$ cat src/rtl/fifo_arb_pkg.sv
// Shared types and constants for the arbiters in front of the 32 x 16-bit FIFO.
package fifo_arb_pkg;

    localparam int DATA_W     = 16;
    localparam int FIFO_DEPTH = 32;

    typedef enum logic {
        IDLE  = 1'b0,
        BURST = 1'b1
    } arb_state_e;

    typedef logic [DATA_W-1:0] fifo_data_t;

endpackage

$ cat src/rtl/fifo_wr_arbiter_rr_pick.sv
// Round-robin picker: first set request after last_grant, wrapping modulo N.
// Purely combinational with zero latency; the caller qualifies the result with any.
module rr_pick #(
    parameter int N  = 4,
    parameter int IW = (N > 1) ? $clog2(N) : 1
) (
    input  logic [N-1:0]  req,
    input  logic [IW-1:0] last_grant,
    output logic [IW-1:0] pick,
    output logic          any
);

    logic [IW-1:0] idx;

    always_comb begin
        pick = '0;
        any  = 1'b0;
        idx  = '0;
        // Walk from the farthest offset inward so the nearest requester is the last to win.
        for (int off = N; off >= 1; off--) begin
            idx = IW'((int'(last_grant) + off) % N);
            if (req[idx]) begin
                pick = idx;
                any  = 1'b1;
            end
        end
    end

endmodule

$ cat src/rtl/fifo_wr_arbiter.sv
// Round-robin owner of the FIFO write port: grant one cycle after a request, bursts of up to MAX_BURST beats.
// Data path is combinational; fifo_full stalls the owner in place and blocks new grants.
module fifo_wr_arbiter
    import fifo_arb_pkg::*;
#(
    parameter int NREQ      = 4,
    parameter int DW        = 16,
    parameter int MAX_BURST = 4,
    localparam int IW       = $clog2(NREQ),
    localparam int CW       = $clog2(MAX_BURST + 1)
) (
    input  logic                 clock,
    input  logic                 reset,
    input  logic [NREQ-1:0]      req_valid,
    input  logic [NREQ*DW-1:0]   req_data,
    output logic [NREQ-1:0]      req_ready,
    input  logic                 fifo_full,
    output logic                 fifo_w_req,
    output logic [DW-1:0]        fifo_in_data,
    output logic [IW-1:0]        grant_id,
    output logic                 busy
);

    arb_state_e    state, state_nxt;
    logic [IW-1:0] owner, owner_nxt;
    logic [IW-1:0] last_grant, last_grant_nxt;
    logic [CW-1:0] beat_cnt, beat_cnt_nxt;

    logic [DW-1:0] slot [NREQ];
    logic [IW-1:0] pick;
    logic          any_req;
    logic          owner_vld;
    logic          xfer;
    logic          last_beat;

    for (genvar g = 0; g < NREQ; g++) begin : g_slot
        assign slot[g] = req_data[g*DW +: DW];
    end

    rr_pick #(
        .N  (NREQ),
        .IW (IW)
    ) u_pick (
        .req        (req_valid),
        .last_grant (last_grant),
        .pick       (pick),
        .any        (any_req)
    );

    assign busy       = (state == BURST);
    assign owner_vld  = req_valid[owner];
    // The FIFO memory writes on w_req even when full, so full must gate every transfer.
    assign xfer       = busy && owner_vld && !fifo_full;
    assign last_beat  = (beat_cnt == CW'(MAX_BURST - 1));

    assign fifo_w_req   = xfer;
    assign fifo_in_data = xfer ? slot[owner] : '0;
    assign req_ready    = (busy && !fifo_full) ? (NREQ'(1) << owner) : '0;
    assign grant_id     = owner;

    always_comb begin
        state_nxt      = state;
        owner_nxt      = owner;
        last_grant_nxt = last_grant;
        beat_cnt_nxt   = beat_cnt;
        case (state)
            IDLE: begin
                if (any_req && !fifo_full) begin
                    state_nxt    = BURST;
                    owner_nxt    = pick;
                    beat_cnt_nxt = '0;
                end
            end
            BURST: begin
                if (!owner_vld) begin
                    state_nxt      = IDLE;
                    last_grant_nxt = owner;
                end else if (xfer) begin
                    beat_cnt_nxt = beat_cnt + 1'b1;
                    if (last_beat) begin
                        state_nxt      = IDLE;
                        last_grant_nxt = owner;
                    end
                end
            end
            default: state_nxt = IDLE;
        endcase
    end

    always_ff @(posedge clock) begin
        if (!reset) begin
            state      <= IDLE;
            owner      <= '0;
            last_grant <= IW'(NREQ - 1);
            beat_cnt   <= '0;
        end else begin
            state      <= state_nxt;
            owner      <= owner_nxt;
            last_grant <= last_grant_nxt;
            beat_cnt   <= beat_cnt_nxt;
        end
    end

endmodule

$ cat config.mk
export PLATFORM = sky130hd
export DESIGN_NAME = fifo_wr_arbiter
export DESIGN_NICKNAME = d
export VERILOG_FILES = /design/src/rtl/fifo_arb_pkg.sv /design/src/rtl/fifo_wr_arbiter_rr_pick.sv /design/src/rtl/fifo_wr_arbiter.sv
export SDC_FILE = /design/constraint.sdc
export NUM_CORES = 1
export LEC_CHECK = 0
export CAP_MARGIN = 20
export CORE_ASPECT_RATIO = 1.25
export CORE_UTILIZATION = 30
export DETAILED_ROUTE_END_ITERATION = 7
export PLACE_DENSITY = 0.8
export SETUP_SLACK_MARGIN = 0.1
export SLEW_MARGIN = 10
export SYNTH_ARGS = -nofsm -noshare
export SYNTH_HDL_FRONTEND = slang
export SYNTH_SLANG_ARGS = --single-unit
$ cat constraint.sdc
create_clock -name clock -period 1.7 [get_ports clock]
set_input_delay 0.17 -clock clock [delete_from_list [all_inputs] [get_ports clock]]
set_output_delay 0.17 -clock clock [all_outputs]
set_load 0.01 [all_outputs]
# Yosys cells after proc, flatten, opt, wreduce, memory -nomap -nowiden
# Index checks and enable logic that the tools add are counted.
[op_classes]
mux = 35
n_reduce_logical = 8
n_addsub = 5
n_bitwise = 2
n_shift = 1
n_lt_le_gt_ge = 6
n_eq_ne = 6
[ops]
columns = ["cell", "n"]
rows = [
  ["16-bit two-way mux", 3],
  ["16-bit binary-select mux with 2-bit select", 1],
  ["2-bit by 3-bit < comparator with 1-bit output (second input constant)", 5],
  ["2-bit two-way mux", 7],
  ["1-bit two-way mux", 13],
  ["1-bit binary-select mux with 2-bit select", 5],
  ["3-bit two-way mux", 3],
  ["2-bit by 1-bit != test with 1-bit output (second input constant)", 4],
  ["3-bit one-hot mux with 2 select lines", 1],
  ["3-bit AND reduction", 2],
  ["2-bit by 1-bit adder with 2-bit output (second input constant)", 2],
  ["2-bit adder (second input constant)", 2],
  ["1-bit logical AND", 4],
  ["4-bit two-way mux", 1],
  ["1-bit by 2-bit << shifter with 4-bit output (first input constant)", 1],
  ["3-bit by 1-bit adder with 3-bit output (second input constant)", 1],
  ["3-bit by 2-bit equality test with 1-bit output (second input constant)", 1],
  ["3-bit greater-or-equal comparator (second input constant)", 1],
  ["2-bit NOT with 3-bit output", 1],
  ["2-bit != test (second input constant)", 1],
  ["1-bit one-hot mux with 2 select lines", 1],
  ["2-bit AND reduction", 1],
  ["1-bit logical NOT", 1],
  ["1-bit NOT", 1],
]
[word_totals]
regBits = 8
elab_cells = 67

# Logic depth before layout (Yosys ltp)
# Gate-level depths: netlist (run 1).
[depth]
ltp_word = 10
depth_mapped = 6

# Hierarchy
# Synthesis (run 1) repeated with hierarchy kept, for this count alone.
[hier_totals]
hier_cells = 106
area_unflattened_um2 = 1064.8
[by_module_without_submodules]
columns = ["module", "cells_each", "area_each_um2", "n_inst"]
rows = [
  ["fifo_wr_arbiter", 92, 973.4, 1],
  ["rr_pick", 14, 91.3, 1],
]

# Worst setup path before layout (run 1)
# Ideal clock, no wire load.
[synth_path]
kind = "register -> output"
startpoint = "reg owner[0] (netlist: grant_id[0])"
endpoint = "out fifo_in_data[0]"
setup_slack_ns = 0.104
arrival_ns = 1.426
required_ns = 1.530
n_path_buf = 2
path_stages_with_launch = 5
cell_sequence = "dfxtp_1 > buf_6 > mux4_2 > buf_6 > and3_1"
[synth_via]
elab_chain_cells = 5
[synth_lines]
columns = ["element", "line", "text"]
rows = [
  ["from (decl)", "fifo_wr_arbiter.sv:25", "logic [IW-1:0] owner, owner_nxt;"],
  ["from (signal assigned)", "fifo_wr_arbiter.sv:98", "owner <= owner_nxt;"],
  ["2-bit NOT with 3-bit output (implied by the code) / 1-bit binary-select mux with 2-bit select (equally long branches)", "fifo_wr_arbiter.sv:57, fifo_wr_arbiter.sv:51", ""],
  ["16-bit binary-select mux with 2-bit select / 1-bit two-way mux (equally long branches)", "fifo_wr_arbiter.sv:57, fifo_wr_arbiter.sv:51", ""],
  ["16-bit two-way mux (implied by the code) / 1-bit logical AND (equally long branches) (2 in series)", "fifo_wr_arbiter.sv:57, fifo_wr_arbiter.sv:53", ""],
  ["16-bit two-way mux *", "fifo_wr_arbiter.sv:57", "assign fifo_in_data = xfer ? slot[owner] : '0;"],
  ["to (decl)", "fifo_wr_arbiter.sv:19", "output logic [DW-1:0] fifo_in_data,"],
]
# Mark *: on every way between the ends. The rest lies on a longest branch, timed or not. The select of a mux whose other input is x is not followed.

# Worst setup path in the final report (run 1)
[layout_path]
startpoint = "reg owner[0] (netlist: grant_id[0])"
endpoint = "out fifo_in_data[11]"
# Same word-level chain as after synthesis.

==> results.md, run 1 <==
* Top-count cell post-synth: and3_1
* Clk_lat worst skew at 0.23 ns
* Final Cell Area at 2400 sq um
* I/O pin cnt at 95
* Clk sinks at 8
* # DRC at 0
* Setup CP Type: reg2out
* Synth cell types at 30
* Fin. Hold Viols at 0
* Worst hold-check path type: reg2reg
* Cell row count at 24
* CTS root buf: clkbuf_8
* Die Y at 69.5 microns
* First-pass GRT wire length at 7070 microns
* Core ar. at 3480 sq um
* Antenna-violating nets left at 0
* Yosys Warn Count at 0
* Max cap viols at 0
* Clk slew on worst S/H paths at 0.04 ns
* Pin count of the biggest net entering global routing at 20
* Setup_tns at -2.04 ns
* Clock power share at 0.220
* Layout Cells excl Fill at 262
* Final wirelength at 5000 microns
* Nets at 298
* Net Sw Power at 0.310 mW
* Headroom to the max-slew limit at 0.737
* Most frequent cells after synthesis: and3_1, mux4_2, dfxtp_1, nand2_1, o21ai_0
* Leak pwr at 1.00 nW
* Unrepaired setup endpoints after global routing: yes
* Max FO, Critical Path at 8
* Asr flop ratio synth at 0
* All-layer global routing usage at 0.235
* Final setup vio count at 17
* CP Launch Type: register
* Pwr dens at 443 nW/um^2
* Fmax at 536 MHz
* Syn_nets at 184
* TritonCTS buffer count at 3
* Bufs on Longest Clock Path at 2
* Initial Util at 0.314
* Mapped Avg Cell Area at 9.84 sq um
* CTS tree: done
* Cell internal pwr at 0.754 mW
* Clk_skew at 0.00268 ns
* Die area at 3890 sq um
* Wire per inst at 19.1 microns
* Cells after DPL at 247
* Setup crit end kind: primary output
* Final period util at 1.10
* Vias at 1480
* Violated checks: negative setup slack
* Port Buf Inserts at 94
* Status: finished, violations left
* Crit path time final at 1.87 ns
* DR pass1 iterations at 4
* Register share of total power at 0.209
* Worst path required time at 1.53 ns
* Post-synth EDFFs at 0
* Layout area overhead at 120%
* Pins Over Slew Limit at 0
* Register area share after synthesis at 0.147
* Via density at 5.65
* Die W at 56.0 microns
* Post-synth top area cell: mux4_2
* GPL Wtd Cong at 0.796
* Final WS setup at -0.166 ns
* Synth Cell Area at 1090 sq um
* Crit path arrival time at 1.70 ns
* Main synth FF type: dfxtp_1
* Min-Delay Path Depth at 2
* Worst-case reg-to-reg path depth at 6
* Ranking of synthesized cells by area: mux4_2, dfxtp_1, mux4_1
* Post-DP HPWL at 3120 microns
* Sw frac at 0.291
* Worst slew pin tran at 0.393 ns
* Combinational power share at 0.571
* Initial DRC count at 140
* Vias in the first global route at 1462
* Ant diodes at 0
* Share of the synthesized area in the top cell type at 0.247
* DP Area at 2140 sq um
* Post-Synthesis Cells at 111
* Maximum level of the CTS H-tree at 1
* Share of layout cells above drive strength 1 at 0.372
* Initial antenna violation count at 0
* Flops & latches, synth at 8
* Peak VDD IR at 0.470 mV
* Total gr overflow at 0
final cells by class:
class	count	area, sq um
clock buffer	3	41.3
fill	253	1080
inverter	4	15.0
multi-input combinational	89	940
sequential	8	165
tap	39	48.8
timing repair buffer	119	1190
through the flow:
stage | hold slack (ns) | total power [mW] | utilization | setup slack (ns)
4_1_cts | 0.463 | 1.05 | 0.673 | -0.148
2_1_floorplan | 0.317 | 0.446 | - | 0.104
3_5_place_dp | 0.476 | 0.707 | 0.614 | -0.437
5_1_grt | 0.508 | 1.11 | 0.690 | -0.219
3_3_place_gp | 0.458 | 0.696 | 0.614 | -0.398
6_report | 0.477 | 1.06 | 0.690 | -0.166
power by group through the flow:
stage          registers [mW]  clock network [mW]  logic, mW
5_1_grt                 0.224               0.245      0.641
6_report                0.222               0.234      0.607
3_5_place_dp            0.222                   0      0.485
3_3_place_gp            0.221                   0      0.474
2_1_floorplan           0.216                   0      0.229
4_1_cts                 0.222               0.241      0.583
per-layer routing:
| layer | part of all wire | GRT usage | vias up |
|---|---|---|---|
| met5 | 0 | 0 | - |
| met4 | 0.024 | 0.0867 | 0 |
| met3 | 0.081 | 0.0541 | 13 |
| met2 | 0.51 | 0.422 | 80 |
| met1 | 0.39 | 0.266 | 717 |
| li1 | - | - | 670 |
final timing paths:
check | startpoint | endpoint | slack, ns
worst max-delay path | grant_id[0] | fifo_in_data[11] | -0.17
worst min-delay path | beat_cnt[0] | beat_cnt[0] | 0.48
worst max register to register | grant_id[0] | beat_cnt[2] | 0.15
worst min register to register | beat_cnt[0] | beat_cnt[0] | 0.48
logic make-up (layout without fill, tap and decap cells):
group,count (synthesis),in the layout,share of synthesized area
simple gates,44,44,0.226
compound gates,22,22,0.128
mux,20,21,0.396
buf+inv,15,126,0.0802
flops,8,8,0.147
fa+ha+maj,2,2,0.0229
flip-flops by register name, indices dropped and copies added (netlist names):
signal / cells
beat_cnt: 3
grant_id: 2
last_grant: 2
busy: 1
cells in the final DEF, fill, tap and decap left out, drive strengths merged:
master | Yosys | routed
buf | 7 | 43
inv | 4 | 4
a211o | 2 | 2
a21boi | 1 | 1
o21ai | 8 | 8
nand3 | 2 | 2
dfxtp | 8 | 8
o31ai | 3 | 3
nand2 | 9 | 9
mux2i | 2 | 2
clkdlybuf4s50 | 0 | 71
o221a | 1 | 1
mux2 | 1 | 1
nand4 | 3 | 3
clkbuf | 4 | 3
and3b | 1 | 1
nor2b | 3 | 3
ha | 2 | 2
a21oi | 5 | 5
dlymetal6s2s | 0 | 1
nor2 | 3 | 3
mux4 | 17 | 18
dlygate4sd2 | 0 | 4
a211oi | 1 | 1
and3 | 18 | 18
nand2b | 3 | 3
nor4 | 1 | 1
nor3 | 1 | 1
o31a | 1 | 1
repair_timing:
action,CTS,global route
gates resized for setup,117,13
hold endpoints to repair,0,0
gates cloned,3,0
hold buffers,0,0
setup buffers,9,2
setup endpoints to repair,24,21
pin swaps,4,5
critical path, stage by stage, from the launching register on:
cell     delay (ns)
dfxtp_4        0.39
buf_6          0.13
buf_16         0.12
mux4_2         0.51
and3_4         0.20
buf_6          0.11
Note: power is estimated with default switching activity, not from simulation.
==> inputs of run 2 (changes only) <==
- PLACE_DENSITY: 0.8 -> unset
- PLACE_DENSITY_LB_ADDON: unset -> 0.1
==> run 2 against run 1 <==
Against the previous run:
- the flow still finishes with violations (negative setup slack)
- critical path depth fell by 1
- cell count down 1.5%
- cell area shrank 1.0%
- clock power rose by 3%
- combinational power is 5.8% lower
- utilization shrank 0.72 points
- clock skew grew 0.00056 ns
- first-iteration DRC count fell by 58%
- largest cell class unchanged
==> results.md, run 2 (synthesized netlist as in run 1, its figures left out) <==
* Status: finished, violations left
* Violated checks: negative setup slack
* Bufs on Longest Clock Path at 2
* Headroom to the max-slew limit at 0.722
* Setup CP Type: reg2out
* DP Area at 2110 sq um
* Reg area at 169 sq um
* Worst path required time at 1.53 ns
* Min-Delay Path Depth at 2
* M1 GR Usage at 0.303
* Fin. Hold Viols at 0
* Worst hold-check path type: reg2reg
* Final Cell Area at 2380 sq um
* Register share of total power at 0.215
* Clk_skew at 0.00325 ns
* Initial Util at 0.314
* Cts-stage hold buffer count at 0
* Peak VDD IR at 0.533 mV
* Die Y at 69.5 microns
* Pin count of the biggest net entering global routing at 13
* Clock power share at 0.233
* Final WS setup at -0.132 ns
* DR pass1 iterations at 4
* Final wirelength at 4880 microns
* Clk sinks at 8
* # DRC at 0
* Vias at 1479
* Gr busiest metal: met2
* CTS tree: done
* Layout Cells excl Fill at 258
* Leak pwr at 0.962 nW
* Commonest non-fill, non-tap cells in the layout: clkdlybuf4s50_1, buf_6, mux4_2
* Via density at 5.73
* Final period util at 1.08
* Net Sw Power at 0.304 mW
* CP Launch Type: register
* Pwr dens at 435 nW/um^2
* Hold_sp: beat_cnt[0]
* Max FFs per register at 3
* Global routing usage on met3 at 0.0354
* Initial antenna violation count at 0
* Ant diodes at 0
* Most common cell after layout, fill and taps aside: clkdlybuf4s50_1
* Wire per inst at 18.9 microns
* Layout area overhead at 118%
* Max cap viols at 0
* All-layer global routing usage at 0.255
* Initial DRC count at 59
* Cells after DPL at 247
* Antenna-violating nets left at 0
* Worst r2r dst: beat_cnt[0]
* TritonCTS buffer count at 3
* Worst slew pin tran at 0.416 ns
* Die W at 56.0 microns
* I/O pin cnt at 95
* Crit path arrival time at 1.66 ns
* Total gr overflow at 0
* FF-to-FF Start: grant_id[0]
* Worst-case reg-to-reg path depth at 6
* Max FO, Critical Path at 5
* Die area at 3890 sq um
* Final setup vio count at 17
* Vias in the first global route at 1536
* Clk_lat worst skew at 0.23 ns
* Pins Over Slew Limit at 0
* Fillers at 286
* Combinational power share at 0.552
* GPL Wtd Cong at 0.859
* Post-DP HPWL at 3390 microns
* Worst Hold End: beat_cnt[0]
* Crit path time final at 1.83 ns
* Reg with most FFs: beat_cnt
* Sw frac at 0.294
* Multi-input gate area at 966 sq um
* Unrepaired setup endpoints after global routing: yes
* CTS root buf: clkbuf_8
* Cell row count at 24
* Core ar. at 3480 sq um
* Cell internal pwr at 0.731 mW
* Maximum level of the CTS H-tree at 1
* M2 GR Usage at 0.459
* Setup crit end kind: primary output
* Share of layout cells above drive strength 1 at 0.370
* R2R setup slack at 0.15 ns
* Total power at 1.04 mW
* First-pass GRT wire length at 7770 microns
* Port Buf Inserts at 94
* Fmax at 546 MHz
* Clk slew on worst S/H paths at 0.04 ns
* Nets at 294
## run 2: cell types whose count changed in the layout (fill, tap and decap cells not counted), moves of 2 or more
cell / before / now
buf_8: 0 / 2
clkdlybuf4s50_1: 71 / 69
and3_4: 12 / 14
and3_1: 6 / 4
dlygate4sd2_1: 4 / 6
buf_2: 6 / 3
buf_4: 12 / 9
## run 2: worst max-delay path by stage
| stage | startpoint | endpoint | depth (start not counted) |
|---|---|---|---|
| global placement | req_valid[0] | fifo_in_data[1] | 4 |
| global route | grant_id[0] | fifo_in_data[3] | 4 |
| floorplan | grant_id[0] | fifo_in_data[0] | 4 |
| detailed placement | req_valid[0] | fifo_in_data[6] | 4 |
| finish | grant_id[0] | fifo_in_data[0] | 4 |
| CTS | grant_id[0] | fifo_in_data[0] | 4 |
## run 2: through the flow
| stage | utilization | setup TNS [ns] | setup slack, ns | hold WS, ns |
|---|---|---|---|---|
| after floorplan | - | 0 | 0.104 | 0.317 |
| after global placement | 0.607 | -8.93 | -0.488 | 0.456 |
| after detailed placement | 0.607 | -10.07 | -0.548 | 0.482 |
| after CTS | 0.663 | -2.02 | -0.158 | 0.487 |
| after global routing | 0.683 | -2.30 | -0.169 | 0.524 |
| final | 0.683 | -1.70 | -0.132 | 0.486 |
## run 2: layout make-up
class,count,share of cell area
clock buffer,3,0.0174
timing repair buffer,114,0.479
inverter,4,0.00631
tap,39,0.0205
multi-input combinational,90,0.406
sequential,8,0.0710
## run 2: routing by layer
| layer | up-vias | wire [microns] | part of all wire |
|---|---|---|---|
| li1 | 664 | - | - |
| met1 | 715 | 1800 | 0.37 |
| met2 | 88 | 2560 | 0.52 |
| met3 | 12 | 428 | 0.088 |
| met4 | 0 | 89 | 0.018 |
| met5 | - | 0 | 0 |
## run 2: critical path: stages (launching register included)
cell and delay (ns):
dfxtp_4 0.40, buf_6 0.12, mux4_2 0.58, and3_4 0.21, buf_6 0.11
## run 2: power by group through the flow
stage | combinational (mW) | sequential, mW | clock (mW)
2_1_floorplan | 0.229 | 0.216 | 0
3_3_place_gp | 0.467 | 0.219 | 0
3_5_place_dp | 0.483 | 0.220 | 0
4_1_cts | 0.555 | 0.223 | 0.247
5_1_grt | 0.608 | 0.225 | 0.247
6_report | 0.572 | 0.223 | 0.241
## run 2: repair_timing
action | 4_1_cts | 5_1_grt
pin swaps | 10 | 13
hold endpoints to repair | 0 | 0
gates resized for setup | 118 | 24
endpoints found under the setup margin | 24 | 27
buffers inserted | 6 | 0
cloned | 3 | 0
==> inputs of run 3 (changes only) <==
- MAX_ROUTING_LAYER: unset -> met4
==> run 3 against run 2 <==
Against the previous run:
- the flow still finishes with violations (negative setup slack)
- sequential share of layout area unchanged
- clock skew is 0.00095 ns lower
- maximum frequency fell by 0.12%
- register-to-register slack barely moved
- worst setup slack worse by 0.0022 ns
- non-clock buffer count unchanged
- clock-buffer cell count unchanged
- routed wire length decreased by 0.18%
- via count fell by 1.3%
- sequential cell count unchanged
==> results.md, run 3 (synthesized netlist as in run 1, its figures left out) <==
* First-pass GRT wire length at 7740 microns
* Status: finished, violations left
* Peak VDD IR at 0.534 mV
* Setup crit end kind: primary output
* Port Buf Inserts at 94
* Core ar. at 3480 sq um
* Fin. Hold Viols at 0
* Commonest non-fill, non-tap cells in the layout: clkdlybuf4s50_1, buf_6, mux4_2
* Pins Over Slew Limit at 0
* Most common cell after layout, fill and taps aside: clkdlybuf4s50_1
* Final setup vio count at 17
* Reg with most FFs: beat_cnt
* Ant diodes at 0
* Clk sinks at 8
* Headroom to the max-slew limit at 0.714
* Setup CP Type: reg2out
* Post-DP HPWL at 3390 microns
* Maximum level of the CTS H-tree at 1
* Pre-CTS WS at -0.548 ns
* Clk_skew at 0.00229 ns
* All-layer global routing usage at 0.261
* Worst path required time at 1.53 ns
* Final WS setup at -0.135 ns
* GPL Wtd Cong at 0.873
* Worst hold-check path type: reg2reg
* Clk_lat worst skew at 0.23 ns
* Pin count of the biggest net entering global routing at 13
* Vias in the first global route at 1543
* Violated checks: negative setup slack
* Vias at 1460
* Multi-input gate area at 966 sq um
* Wire per inst at 18.9 microns
* TritonCTS buffer count at 3
* # DRC at 0
* Cts-stage hold buffer count at 0
* Die Y at 69.5 microns
* Min-Delay Path Depth at 2
* CP Launch Type: register
* DR pass1 iterations at 4
* I/O pin cnt at 95
* Leak pwr at 0.962 nW
* Clk slew on worst S/H paths at 0.04 ns
* Final period util at 1.08
* Die W at 56.0 microns
* CTS tree: done
* Layout area overhead at 118%
* Worst-case reg-to-reg path depth at 6
* Crit path launch: grant_id[0]
* Initial antenna violation count at 0
* Hold WS at 0.484 ns
* Crit path time final at 1.83 ns
* Worst slew pin tran at 0.428 ns
* Die area at 3890 sq um
* Cell row count at 24
* Reg area at 169 sq um
* Max FO, Critical Path at 5
* Worst r2r dst: beat_cnt[0]
* Fillers at 286
* Fmax at 545 MHz
* Pwr dens at 435 nW/um^2
* R2R setup slack at 0.15 ns
* Total gr overflow at 0
* Nets at 294
* Unrepaired setup endpoints after global routing: yes
* Share of layout cells above drive strength 1 at 0.370
* Setup crit end: fifo_in_data[0]
* Via density at 5.66
* CTS root buf: clkbuf_8
* Bufs on Longest Clock Path at 2
* Initial Util at 0.314
* Max FFs per register at 3
* Final wirelength at 4870 microns
* Antenna-violating nets left at 0
* Max cap viols at 0
* FF-to-FF Start: grant_id[0]
* Initial DRC count at 69
* Crit path arrival time at 1.66 ns
==> run 3: area by class of cell <==
cell class              count  share of cell area
clock buffers               3              0.0174
repair buffers            114               0.479
well taps                  39              0.0205
flip-flops and latches      8              0.0710
multi-input cells          90               0.406
inverters                   4             0.00631
==> run 3: through the flow <==
stage               cells  TNS (ns)  utilization  area (sq um)  power (mW)
detailed placement    247    -10.07        0.607          2110       0.703
floorplan             111         0            -          1090       0.446
finish                258     -1.73        0.683          2380        1.03
global placement      247     -8.93        0.607          2110       0.686
global route          258     -2.30        0.683          2380        1.08
CTS                   258     -2.02        0.663          2310        1.02
==> run 3: what timing repair did <==
item / in CTS / in global routing
cloned: 3 / 0
pin swaps: 10 / 13
resized for setup: 118 / 24
setup endpoints to repair: 24 / 27
setup buffers: 6 / 0
==> run 3: layer usage <==
| layer | part of all wire | track usage | wire length, microns |
|---|---|---|---|
| met5 | 0 | - | 0 |
| met4 | 0.017 | 0.0976 | 85 |
| met3 | 0.076 | 0.0299 | 372 |
| met2 | 0.53 | 0.458 | 2560 |
| met1 | 0.38 | 0.304 | 1850 |
==> run 3: worst max-delay path: stages, from the launching register on <==
cell     delay, ns
dfxtp_4       0.40
buf_6         0.13
mux4_2        0.58
and3_4        0.21
buf_6         0.11
==> run 3: worst min-delay path by stage <==
stage                              to         from
after floorplan           beat_cnt[2]        reset
after global placement    beat_cnt[2]  beat_cnt[2]
after detailed placement  beat_cnt[2]  beat_cnt[2]
after CTS                 beat_cnt[2]  beat_cnt[2]
after global routing      beat_cnt[1]  beat_cnt[1]
final                     beat_cnt[0]  beat_cnt[0]
==> run 3: power by group <==
part	switching [mW]	leakage, nW	internal, mW
Sequential	0.0213	0.0671	0.202
Combinational	0.197	0.873	0.375
Clock	0.0852	0.0216	0.154
